[config.mk]
export PLATFORM = sky130hd
export DESIGN_NAME = if_fetch_unit
export DESIGN_NICKNAME = d
export VERILOG_FILES = /design/src/rtl/if_pkg.sv /design/src/rtl/if_fetch_unit_sync_fifo.sv /design/src/rtl/if_fetch_unit.sv
export SDC_FILE = /design/constraint.sdc
export NUM_CORES = 1
export LEC_CHECK = 0
export ABC_AREA = 1
export CORE_ASPECT_RATIO = 1.25
export CORE_UTILIZATION = 62
export CTS_CLUSTER_SIZE = 40
export DETAILED_ROUTE_END_ITERATION = 6
export PLACE_DENSITY_LB_ADDON = 0.12
export SLEW_MARGIN = 20
export SYNTH_ARGS = -nofsm -noshare
export SYNTH_HDL_FRONTEND = slang
export SYNTH_SLANG_ARGS = --single-unit
[constraint.sdc]
create_clock -name clk -period 6.8 [get_ports clk]
set_input_delay 1.36 -clock clk [delete_from_list [all_inputs] [get_ports clk]]
set_output_delay 1.36 -clock clk [all_outputs]
set_load 0.05 [all_outputs]
[src/rtl/if_pkg.sv]
// ----------------------------------------------------------------------------
// if_pkg
// Shared constants and types for the instruction-fetch stage.
//   INST_W        : instruction word width.
//   PC_INC        : byte distance between consecutive sequential fetches.
//   ENTRY_PC_W    : PC width carried by fetch_entry_t (default fetch width).
//   fetch_entry_t : one decoded-bound entry, {pc, data}.
// ----------------------------------------------------------------------------
package if_pkg;

    localparam int INST_W     = 32;
    localparam int PC_INC     = 4;
    localparam int ENTRY_PC_W = 32;

    typedef struct packed {
        logic [ENTRY_PC_W-1:0] pc;
        logic [INST_W-1:0]     data;
    } fetch_entry_t;

endpackage : if_pkg

[src/rtl/if_fetch_unit_sync_fifo.sv]
// ----------------------------------------------------------------------------
// sync_fifo
// Single-clock FIFO with a synchronous clear. Used for both the tag queue
// (PCs of live in-flight requests) and the instruction queue ({pc, data}).
//   clk, rst   : clock, asynchronous active-high reset
//   clr        : empties the FIFO at the next edge; overrides push and pop
//   push       : write push_data (ignored when full unless popping too)
//   pop        : retire the head entry (ignored when empty)
//   pop_data   : head entry, meaningful only when !empty
//   count      : number of stored entries, 0..DEPTH
//   full/empty : status flags derived from count
// DEPTH must be a power of two so the pointers wrap naturally.
// ----------------------------------------------------------------------------
module sync_fifo #(
    parameter int WIDTH = 32,
    parameter int DEPTH = 4
) (
    input  logic                   clk,
    input  logic                   rst,
    input  logic                   clr,
    input  logic                   push,
    input  logic [WIDTH-1:0]       push_data,
    input  logic                   pop,
    output logic [WIDTH-1:0]       pop_data,
    output logic [$clog2(DEPTH):0] count,
    output logic                   full,
    output logic                   empty
);

    localparam int PTR_W = $clog2(DEPTH);
    localparam int CNT_W = PTR_W + 1;

    logic [WIDTH-1:0] mem_q [DEPTH];
    logic [PTR_W-1:0] wr_ptr_q, wr_ptr_d;
    logic [PTR_W-1:0] rd_ptr_q, rd_ptr_d;
    logic [CNT_W-1:0] count_q, count_d;
    logic             do_push;
    logic             do_pop;

    assign full     = (count_q == CNT_W'(DEPTH));
    assign empty    = (count_q == '0);
    assign count    = count_q;
    assign pop_data = mem_q[rd_ptr_q];

    // NOTE: every signal gets a default at the top of always_comb so no path
    //       leaves it unassigned, which would otherwise infer a latch.
    always_comb begin
        do_pop   = pop && !empty;
        do_push  = push && (!full || do_pop);
        wr_ptr_d = wr_ptr_q;
        rd_ptr_d = rd_ptr_q;
        count_d  = count_q;
        if (clr) begin
            wr_ptr_d = '0;
            rd_ptr_d = '0;
            count_d  = '0;
        end else begin
            if (do_push) wr_ptr_d = wr_ptr_q + PTR_W'(1);
            if (do_pop)  rd_ptr_d = rd_ptr_q + PTR_W'(1);
            count_d = count_q + CNT_W'(do_push) - CNT_W'(do_pop);
        end
    end

    // NOTE: state uses non-blocking assignments so every flop samples the
    //       pre-edge values, independent of block evaluation order.
    always_ff @(posedge clk or posedge rst) begin
        if (rst) begin
            wr_ptr_q <= '0;
            rd_ptr_q <= '0;
            count_q  <= '0;
        end else begin
            wr_ptr_q <= wr_ptr_d;
            rd_ptr_q <= rd_ptr_d;
            count_q  <= count_d;
        end
    end

    // NOTE: the storage array is deliberately not reset; its contents are
    //       only observed through count/empty, which are reset.
    always_ff @(posedge clk) begin
        if (do_push && !clr) mem_q[wr_ptr_q] <= push_data;
    end

endmodule : sync_fifo

[src/rtl/if_fetch_unit.sv]
// ----------------------------------------------------------------------------
// if_fetch_unit
// Decoupled, pipelined instruction fetch. Issues in-order word requests to an
// instruction memory of arbitrary latency, pairs each response with its PC
// and buffers it for decode. Redirects flush everything and discard the
// responses of requests still in flight for the old path.
//   clk, rst                        : clock, asynchronous active-high reset
//   redirect_valid / redirect_pc    : taken branch/jump; pc[1:0] ignored
//   imem_req_valid/ready/addr       : request channel (word address)
//   imem_rsp_valid / imem_rsp_data  : in-order response, no back-pressure
//   inst_valid/ready, inst_data/pc  : instruction stream to decode
// Credit: a request may be presented only while in-flight (live + stale)
// plus buffered instructions is below DEPTH, so neither queue can overflow
// and responses never need back-pressure.
// ----------------------------------------------------------------------------
module if_fetch_unit
    import if_pkg::*;
#(
    parameter int               WIDTH    = 32,
    parameter logic [WIDTH-1:0] RESET_PC = '0,
    parameter int               DEPTH    = 4
) (
    input  logic              clk,
    input  logic              rst,
    input  logic              redirect_valid,
    input  logic [WIDTH-1:0]  redirect_pc,
    output logic              imem_req_valid,
    input  logic              imem_req_ready,
    output logic [WIDTH-1:0]  imem_req_addr,
    input  logic              imem_rsp_valid,
    input  logic [INST_W-1:0] imem_rsp_data,
    output logic              inst_valid,
    input  logic              inst_ready,
    output logic [INST_W-1:0] inst_data,
    output logic [WIDTH-1:0]  inst_pc
);

    localparam int CNT_W   = $clog2(DEPTH) + 1;
    localparam int SUM_W   = CNT_W + 1;
    localparam int ENTRY_W = WIDTH + INST_W;

    logic [WIDTH-1:0]   fetch_pc_q, fetch_pc_d;
    logic [CNT_W-1:0]   drop_cnt_q, drop_cnt_d;

    logic               fifo_clr;
    logic               tag_push, tag_pop;
    logic [WIDTH-1:0]   tag_pc;
    logic [CNT_W-1:0]   tag_count;
    logic               tag_full, tag_empty;

    logic               inst_push, inst_pop;
    logic [ENTRY_W-1:0] inst_entry;
    logic [CNT_W-1:0]   inst_count;
    logic               inst_full, inst_empty;

    logic [SUM_W-1:0]   in_use;
    logic [SUM_W-1:0]   stale_sum;
    logic               req_fire;

    // Credit depends on state only, never on imem_req_ready.
    assign in_use         = SUM_W'(tag_count) + SUM_W'(drop_cnt_q) + SUM_W'(inst_count);
    assign imem_req_valid = (in_use < SUM_W'(DEPTH));
    assign imem_req_addr  = fetch_pc_q;
    assign req_fire       = imem_req_valid && imem_req_ready;

    // Outputs read as zero while the queue is empty, so reset shows 0.
    assign inst_valid = !inst_empty;
    assign inst_pc    = inst_valid ? inst_entry[ENTRY_W-1:INST_W] : '0;
    assign inst_data  = inst_valid ? inst_entry[INST_W-1:0]       : '0;

    always_comb begin
        fetch_pc_d = fetch_pc_q;
        drop_cnt_d = drop_cnt_q;
        fifo_clr   = 1'b0;
        tag_push   = 1'b0;
        tag_pop    = 1'b0;
        inst_push  = 1'b0;
        inst_pop   = 1'b0;
        stale_sum  = SUM_W'(drop_cnt_q) + SUM_W'(tag_count) + SUM_W'(req_fire);

        if (redirect_valid) begin
            // Everything outstanding, including a request firing right now,
            // belongs to the old path. A response this cycle retires the
            // oldest of them.
            fetch_pc_d = {redirect_pc[WIDTH-1:2], 2'b00};
            fifo_clr   = 1'b1;
            if (imem_rsp_valid && (stale_sum != '0)) begin
                stale_sum = stale_sum - SUM_W'(1);
            end
            drop_cnt_d = stale_sum[CNT_W-1:0];
        end else begin
            if (req_fire) begin
                tag_push   = 1'b1;
                fetch_pc_d = fetch_pc_q + WIDTH'(PC_INC);
            end
            // Stale requests are always older than live ones, so drops are
            // consumed before any tag is popped.
            if (imem_rsp_valid) begin
                if (drop_cnt_q != '0) begin
                    drop_cnt_d = drop_cnt_q - CNT_W'(1);
                end else if (!tag_empty) begin
                    tag_pop   = 1'b1;
                    inst_push = 1'b1;
                end
            end
            inst_pop = inst_valid && inst_ready;
        end
    end

    always_ff @(posedge clk or posedge rst) begin
        if (rst) begin
            fetch_pc_q <= RESET_PC;
            drop_cnt_q <= '0;
        end else begin
            fetch_pc_q <= fetch_pc_d;
            drop_cnt_q <= drop_cnt_d;
        end
    end

    sync_fifo #(
        .WIDTH (WIDTH),
        .DEPTH (DEPTH)
    ) u_tag_q (
        .clk       (clk),
        .rst       (rst),
        .clr       (fifo_clr),
        .push      (tag_push),
        .push_data (fetch_pc_q),
        .pop       (tag_pop),
        .pop_data  (tag_pc),
        .count     (tag_count),
        .full      (tag_full),
        .empty     (tag_empty)
    );

    sync_fifo #(
        .WIDTH (ENTRY_W),
        .DEPTH (DEPTH)
    ) u_inst_q (
        .clk       (clk),
        .rst       (rst),
        .clr       (fifo_clr),
        .push      (inst_push),
        .push_data ({tag_pc, imem_rsp_data}),
        .pop       (inst_pop),
        .pop_data  (inst_entry),
        .count     (inst_count),
        .full      (inst_full),
        .empty     (inst_empty)
    );

    // A response with nothing outstanding breaks the memory protocol; it is
    // ignored by the logic above.
    a_rsp_expected : assert property (@(posedge clk) disable iff (rst)
        !(imem_rsp_valid && (drop_cnt_q == '0) && tag_empty))
        else $error("if_fetch_unit: response with no outstanding request");

    // The credit rule must keep both queues from overflowing.
    a_no_overflow : assert property (@(posedge clk) disable iff (rst)
        !(tag_push && tag_full) && !(inst_push && inst_full && !inst_pop))
        else $error("if_fetch_unit: queue overflow");

endmodule : if_fetch_unit

# ---- Word-level counts from Yosys, hierarchy flattened
# Memories as Yosys holds them, arrays and structs flattened.
# Index checks and enable logic that the tools add are counted.
dict set report classes {
  n_addsub 14
  n_reduce_logical 28
  magnitude_cmp 1
  n_mux 30
  eq_ne 2
}
# operator n
set op_table {}
lappend op_table {{2-to-1 mux 32 bit} 4}
lappend op_table {{adder 32 x 3 -> 32 bit, second input constant} 1}
lappend op_table {{2-to-1 mux 3 bit} 6}
lappend op_table {{2-to-1 mux 2 bit} 8}
lappend op_table {{nonzero test 2 bit} 7}
lappend op_table {{2-to-1 mux 1 bit} 12}
lappend op_table {{logical AND 1 bit} 9}
lappend op_table {{adder 2 x 1 -> 2 bit, second input constant} 4}
lappend op_table {{adder 3 x 1 -> 3 bit} 2}
lappend op_table {{== test 3 bit, second input constant} 2}
lappend op_table {{zero test 3 bit} 2}
lappend op_table {{subtractor 3 x 1 -> 3 bit} 2}
lappend op_table {{subtractor 3 x 1 -> 3 bit, second input constant} 2}
lappend op_table {{zero test 1 bit} 5}
lappend op_table {{adder 3 x 3 -> 4 bit} 1}
lappend op_table {{adder 4 x 1 -> 4 bit} 1}
lappend op_table {{adder 4 x 3 -> 4 bit} 1}
lappend op_table {{< comparator 4 x 3 -> 1 bit, second input constant} 1}
lappend op_table {{nonzero test 4 bit} 1}
lappend op_table {{nonzero test 3 bit} 1}
lappend op_table {{logical OR 1 bit} 2}
lappend op_table {{AND reduction 2 bit} 1}
dict set report totals {
  mem_count 2
  in_bits 70
  out_inout_bits 98
  elab_cells 85
  ff_bits 49
  ram_bits 384
}
# name depth word_bits rd rd_ports_with_merged_regs wr line_no
set mem_list {}
lappend mem_list {u_inst_q.mem_q 4 64 1 0 1 if_fetch_unit_sync_fifo.sv:33} ;# logic [WIDTH-1:0] mem_q [DEPTH];
lappend mem_list {u_tag_q.mem_q 4 32 1 0 1 if_fetch_unit_sync_fifo.sv:33}

# ---- Longest topological paths before layout
# Gate-level depths: netlist (run 1).
dict set report logic_depth {
  word_depth 11
  depth_mapped 26
  ltp_nobuf 26
}

# ---- By module
# Synthesis (run 1) repeated with hierarchy kept, for this count alone.
dict set report hier_totals {
  cells_unflattened 1614
  hier_area_um2 18461.5
}
# mod cells_each area_each_um2 n_inst
set modules_own_cells {}
lappend modules_own_cells {{sync_fifo at u_inst_q} 682 9949.5 1}
lappend modules_own_cells {{sync_fifo at u_tag_q} 374 5228.8 1}
lappend modules_own_cells {if_fetch_unit 558 3283.1 1}

# ---- Worst setup path after synthesis (run 1)
# No wires, ideal clock.
dict set report synth_path {
  path_kind {input port to flip-flop}
  startpoint {in redirect_valid}
  endpoint {mem u_inst_q.mem_q[0][0] in the netlist's numbering (enable)}
  stages 7
  setup_slack_ps 1818
  n_path_buf 0
  t_required_ps 6318
  arrival_ps 4500
  path_cell_list {inv_1 > nand2_1 > nor2_1 > nand2_1 > inv_1 > nand2_1 > nor2_1}
}
dict set report synth_via {
  elab_chain_cells 7
  elab_cells_between_ends 10
}
# item line_no
set synth_lines {}
lappend synth_lines {{start: declaration} if_fetch_unit.sv:25} ;# input logic redirect_valid,
lappend synth_lines {{2-to-1 mux 1 bit} if_fetch_unit.sv:81} ;# if (redirect_valid) begin
lappend synth_lines {{logical AND 1 bit} if_fetch_unit_sync_fifo.sv:48} ;# do_pop = pop && !empty;
lappend synth_lines {{logical OR 1 bit} if_fetch_unit_sync_fifo.sv:49} ;# do_push = push && (!full || do_pop);
lappend synth_lines {{logical AND 1 bit} if_fetch_unit_sync_fifo.sv:49}
lappend synth_lines {{logical AND 1 bit *} if_fetch_unit_sync_fifo.sv:81} ;# if (do_push && !clr) mem_q[wr_ptr_q] <= push_data;
lappend synth_lines {{2-to-1 mux 1 bit *} if_fetch_unit_sync_fifo.sv:81}
lappend synth_lines {{2-to-1 mux 1 bit (not written as such) *} if_fetch_unit_sync_fifo.sv:81}
lappend synth_lines {{end: declaration} if_fetch_unit_sync_fifo.sv:33}
# Every way passes the cells marked *; elsewhere a longest branch is shown, timed or not.

# ---- Worst setup path after layout (run 1)
dict set report layout_path {
  startpoint {reg u_inst_q.rd_ptr_q[0]}
  endpoint {out inst_pc[19]}
}
dict set report layout_via {
  elab_chain_cells 2
}
# item line_no
set layout_lines {}
lappend layout_lines {{start: declaration} if_fetch_unit_sync_fifo.sv:35} ;# logic [PTR_W-1:0] rd_ptr_q, rd_ptr_d;
lappend layout_lines {{start signal: assignment} if_fetch_unit_sync_fifo.sv:73} ;# rd_ptr_q <= rd_ptr_d;
lappend layout_lines {{memory (4 x 64 bit)} n/a}
lappend layout_lines {{2-to-1 mux 32 bit} if_fetch_unit.sv:68} ;# assign inst_pc = inst_valid ? inst_entry[ENTRY_W-1:INST_W] : '0;
lappend layout_lines {{end: declaration} if_fetch_unit.sv:35} ;# output logic [WIDTH-1:0] inst_pc
# No other way between the ends.

==> results of run 1 <==
cell usage in the layout, fill, tap and decap left out, types with 3 or more instances in the layout:
master,synthesis,final
bufinv_16,0,3
xnor2_1,14,14
inv_1,57,56
nand4_1,8,8
nor3_1,7,7
nand3_1,29,29
o22ai_1,31,31
inv_2,9,9
o211ai_2,5,5
clkdlybuf4s50_1,0,161
clkinv_2,0,8
nor2_1,358,350
buf_4,4,17
fa_1,3,3
conb_1,1,4
clkbuf_1,61,7
edfxtp_1,368,368
xor2_1,21,21
o21ai_0,192,192
clkbuf_16,0,41
nor2_4,3,9
a21oi_1,69,69
clkinv_1,1,9
dfrtp_1,47,45
nand2_1,133,133
o211ai_1,9,9
nand3_2,4,4
ha_1,22,22
nor2_2,2,4
critical path, stage by stage (launching register included):
cell	delay (ns)
dfrtp_4	0.69
inv_2	0.29
buf_4	0.79
o21ai_0	0.24
a21oi_1	0.33
clkdlybuf4s50_1	0.86
final timing paths:
kind	end	depth (start not counted)	slack [ns]	from
worst max-delay path	inst_pc[19]	5	1.62	u_inst_q.rd_ptr_q[0]$_DFFE_PP0P_
worst min-delay path	drop_cnt_q[2]$_DFFE_PP0P_	2	0.58	drop_cnt_q[2]$_DFFE_PP0P_
worst max register to register	u_tag_q.mem_q[1][27]$_DFFE_PP_	17	2.70	u_tag_q.count[0]$_DFF_PP0_
worst min register to register	drop_cnt_q[2]$_DFFE_PP0P_	2	0.58	drop_cnt_q[2]$_DFFE_PP0P_
max in group asynchronous	u_inst_q.rd_ptr_q[0]$_DFFE_PP0P_	2	4.86	rst
min in group asynchronous	drop_cnt_q[0]$_DFFE_PP0P_	2	1.31	rst
flip-flops by register name (all words and copies together), names as in the netlist:
name,cells
drop_cnt_q,3
u_inst_q.rd_ptr_q,2
u_tag_q.count,3
u_inst_q.wr_ptr_q,2
u_inst_q.count,3
u_tag_q.rd_ptr_q,2
u_inst_q.mem_q,248
u_tag_q.mem_q,120
imem_req_addr,30
u_tag_q.wr_ptr_q,2
cell type report:
| cell class | instances | area share [%] |
|---|---|---|
| Sequential cell | 415 | 59.6 |
| Multi-Input combinational cell | 928 | 22.6 |
| Timing Repair Buffer | 178 | 8.47 |
| Clock buffer | 48 | 5.13 |
| Tap cell | 350 | 2.13 |
| Inverter | 67 | 1.23 |
| Clock inverter | 21 | 0.872 |
routing by layer:
| metal | vias to the layer above | routed length (µm) | track usage, % | share of wire [%] |
|---|---|---|---|---|
| met5 | - | 0 | 0 | 0 |
| met4 | 0 | 1120 | 10.7 | 3.1 |
| met3 | 81 | 2430 | 3.78 | 6.8 |
| met2 | 407 | 18300 | 44.4 | 51 |
| met1 | 5543 | 14100 | 32.0 | 39 |
| li1 | 5467 | - | - | - |
kinds of logic after synthesis:
group / after synthesis / share of synthesized area [%]
other cells: 1 / 0.0216
compound gates: 310 / 9.53
flops: 415 / 70.4
simple gates: 554 / 13.1
fa+ha+maj: 25 / 1.93
xor+xnor: 35 / 1.76
buf+inv: 145 / 3.29
per-stage QoR:
stage          total power [mW]  hold WS (ns)
2_1_floorplan              5.35         0.513
3_3_place_gp               6.24         0.551
3_5_place_dp               6.30         0.555
4_1_cts                    8.37         0.575
5_1_grt                    8.72         0.626
6_report                   8.34         0.576
power by group:
part / internal [mW] / switching [mW] / total (mW) / leakage, nW
logic: 0.869 / 1.99 / 2.86 / 2.75
clock network: 1.21 / 0.868 / 2.08 / 0.601
registers: 3.11 / 0.289 / 3.40 / 3.91
total: 5.19 / 3.15 / 8.34 / 7.25
==> impl_metrics.ini, run 1 <==
[status]
outcome = completed

[cells_and_area]
multiInputGateArea_um2 = 4630
regArea_um2 = 12200
stdcell_area_um2 = 20500
final_util_pct = 74.5
nets = 1724
area_delta_synth_final_pct = 18.2
fill_cells = 1828
stdcell_count = 2007
diodes = 0
drive_gt1_share_pct = 6.76

[cts]
ctsHoldBuffers = 0
postCtsSetupBuffers = 0
cts.sinks = 415
clk_pin_slew_ns = 0.06
cts_buffers = 39
cts_tree = built
root_buffer = clkbuf_16
clockBufferDepth = 3
cts.htree.levels = 2
insertion_delay_ns = 0.52
cts_resized = 0

[sta]
period_share_pct = 76.2
tns_ns = 0
maxSlewViolCount = 0
fmax_ghz = 0.193
finalClockSkew_ns = 0.0122
max_slew_margin_pct = 30.3
setup_viol = 0
tightest_slew_ns = 1.04
finalWorstSetupSlack_ns = 1.62
min_period_ns = 5.18
rsz0062_at_grt = no
final-hold-violation-count = 0

[global_routing]
grt_max_degree = 113
grt_overflow = 0
grt_use_total_pct = 25.6
antenna_found_initial = 0
grt_first_pass_wirelength_um = 56400
grt_pass1_vias = 11400

[logic_synthesis]
netlist_area_um2 = 17400
async_flop_share_pct = 11.3
yosysMostFrequentCell = edfxtp_1
synth_commonest_cells = edfxtp_1 (368), nor2_1 (358), o21ai_0 (192), nand2_1 (133), a21oi_1 (69)
synthFlopType = edfxtp_1
ys_types = 38
synth_seq_cells = 415
yosysWarnings = 0
avgSynthCellArea_um2 = 11.7
synth_top_area_cell = edfxtp_1
synthCells = 1485
yosys-top-cells-area = edfxtp_1 (64%), nor2_1 (7.7%), dfrtp_1 (6.8%)
yosys.area.top_type_share_pct = 63.6
synth_edf_count = 368
ys_seq_area_share_pct = 70.4

[min_path]
hold_path_class = reg2reg

[critical_path]
worstSetupPathType = reg2out
cp-start-kind = register
crit_fanout = 112
crit_arrival_ns = 3.82
cp-end-kind = primary output
cp_data_required_time_ns = 5.44

[place]
place_area_um2 = 19300
hpwl_um = 21100
dpl.cell_count = 1938
port_buffers = 161
dp_slack_ns = 1.99
gp_congestion = 0.833

[floorplan]
core_um2 = 27600
die_w_um = 152
rows = 68
start_util_pct = 63.0
dieArea_um2 = 28700
num_io_pins = 168
die-height_um = 189

[route]
wl_um = 35900
vias = 11500
drtAntennaViolNets = 0
via_per_inst = 5.73
wl_per_cell_um = 17.9
drtIter0Drc = 780
drt-pass1-iter-count = 4
drc_errors = 0

[power_and_ir_drop]
p_leak_nw = 7.25
p_per_area_nw_per_um2 = 406
irDropWorstVdd_v = 0.000320

[run]
maxCapViolCount = 0
Power figures use the tool's default switching activity.
==> inputs of run 2 (changes only) <==
- CORE_UTILIZATION: 62 -> 57
- clock period: 6.8 -> 4.9 ns (I/O delays scaled with it)
==> run 2 against run 1 <==
Against the previous run: register-to-register slack lost 1.7 ns; sequential share of layout area shrank 0.94 points; sequential power increased by 39%; global-route usage fell by 1.7 points; sequential cell count is the same; power increased by 41%.
==> impl_metrics.ini, run 2 (synthesized netlist as in run 1, its figures left out) <==
[cts]
cts_tree = built
insertion_delay_ns = 0.52
root_buffer = clkbuf_16
cts.sinks = 415
ctsHoldBuffers = 0
cts_resized = 0
clk_pin_slew_ns = 0.06
cts_buffers = 39
clockBufferDepth = 3
postCtsSetupBuffers = 0
cts.htree.levels = 2

[route]
drt-pass1-iter-count = 5
drc_errors = 0
drtAntennaViolNets = 0
wl_um = 36600
vias = 11500
wl_per_cell_um = 17.6
via_per_inst = 5.55
drtIter0Drc = 897

[sta]
finalWorstSetupSlack_ns = 0.395
setup_viol = 0
min_period_ns = 4.50
tightest_slew_ns = 1.04
fmax_ghz = 0.222
tns_ns = 0
maxSlewViolCount = 0
final-hold-violation-count = 0
rsz0062_at_grt = no
finalClockSkew_ns = 0.0145
max_slew_margin_pct = 30.4
period_share_pct = 91.9

[cells_and_area]
fill_cells = 2185
diodes = 0
final_common_cell = edfxtp_1
regArea_um2 = 12200
mostFrequentLayoutCells = edfxtp_1 (368), nor2_1 (350), o21ai_0 (192)
largest_reg_flops = 248
multiInputGateArea_um2 = 4620
regMostFlops = u_inst_q.mem_q
drive_gt1_share_pct = 7.66
area_delta_synth_final_pct = 20.1
nets = 1737

[place]
gp_congestion = 0.813
hpwl_um = 22300
dp_slack_ns = 0.884
port_buffers = 161

[power_and_ir_drop]
p_per_area_nw_per_um2 = 563
p_leak_nw = 7.37
irDropWorstVdd_v = 0.000419

[floorplan]
dieArea_um2 = 31200
start_util_pct = 57.9
num_io_pins = 168
die-height_um = 197
rows = 71
die_w_um = 158
core_um2 = 30000

[critical_path]
crit_path_max_incr_delay_ns = 0.79
path_buf_inv = 5
path_delay_family = buffers and inverters
crit_slowest_cell = clkdlybuf4s50_1
crit_arrival_ns = 3.52
cp_data_required_time_ns = 3.92
worstSetupPathType = reg2out
crit_path_cell_trace = ha_1 -> inv_1 -> fa_1 -> xor2_1 -> inv_1 -> ha_1 -> nand2_1 -> inv_1 -> nand2_1 -> nand2_1 -> nand2_1 -> nand3_4 -> inv_1 -> clkdlybuf4s50_1
crit_fanout = 4
cp-end-kind = primary output
cp-start-kind = register

[global_routing]
grt_use_total_pct = 23.9
grt_overflow = 0
grt_max_degree = 63
grt_first_pass_wirelength_um = 57400
antenna_found_initial = 0
grt_pass1_vias = 11300

[run]
maxCapViolCount = 0

[status]
outcome = completed

[min_path]
hold_path_class = reg2reg
-- run 2: where the power goes --
| group | internal (mW) | switching, mW | total [mW] |
|---|---|---|---|
| Sequential | 4.32 | 0.397 | 4.71 |
| Combinational | 1.23 | 2.77 | 4.00 |
| Clock | 1.82 | 1.22 | 3.04 |
-- run 2: cell type report --
cell class | instances | share of cell area (%)
inverter | 67 | 1.21
sequential | 415 | 58.7
tap | 401 | 2.41
multi-input combinational | 928 | 22.2
clock inverter | 22 | 1.12
clock buffer | 49 | 5.16
timing repair buffer | 191 | 9.29
-- run 2: routing by layer --
metal | part of all wire (%) | up-vias | track usage [%]
met5 | 0 | - | 0
li1 | - | 5503 | -
met4 | 2.6 | 0 | 9.05
met2 | 51 | 341 | 41.8
met3 | 5.4 | 65 | 3.18
met1 | 41 | 5593 | 30.2
-- run 2: per-stage QoR --
| stage | util, % | power [mW] | hold WS, ns | instances | instance area (µm²) |
|---|---|---|---|---|---|
| floorplan | - | 7.43 | 0.513 | 1488 | 17400 |
| global placement | 65.1 | 8.71 | 0.563 | 2002 | 19500 |
| detailed placement | 65.1 | 8.79 | 0.574 | 2002 | 19500 |
| CTS | 69.5 | 11.8 | 0.592 | 2073 | 20900 |
| global route | 69.5 | 12.3 | 0.629 | 2073 | 20900 |
| finish | 69.5 | 11.7 | 0.577 | 2073 | 20900 |
-- run 2: worst reg2reg max path, cell delays in order (launching register included) --
cell,delay [ns]
dfrtp_1,0.37
ha_1,0.19
inv_1,0.07
fa_1,0.38
xor2_1,0.26
inv_1,0.08
ha_1,0.33
nand2_1,0.09
inv_1,0.04
nand2_1,0.08
nand2_1,0.06
nand2_1,0.09
nand3_4,0.11
nor2_8,0.16
inv_2,0.10
nor2_8,0.28
nand2_2,0.19
nor2_2,0.24
buf_4,0.42
-- run 2: path summary, 6_finish.rpt --
kind                                            start                               end  slack [ns]  cells past startpoint
hold / removal              drop_cnt_q[1]$_DFFE_PP0P_         drop_cnt_q[1]$_DFFE_PP0P_        0.58                      2
max in group asynchronous                         rst  u_inst_q.rd_ptr_q[0]$_DFFE_PP0P_        3.37                      2
hold reg to reg             drop_cnt_q[1]$_DFFE_PP0P_         drop_cnt_q[1]$_DFFE_PP0P_        0.58                      2
setup / recovery           u_tag_q.count[0]$_DFF_PP0_                    imem_req_valid        0.40                     14
min in group asynchronous                         rst         drop_cnt_q[2]$_DFFE_PP0P_        0.93                      2
setup reg to reg           u_tag_q.count[0]$_DFF_PP0_    u_tag_q.mem_q[0][26]$_DFFE_PP_        1.00                     18
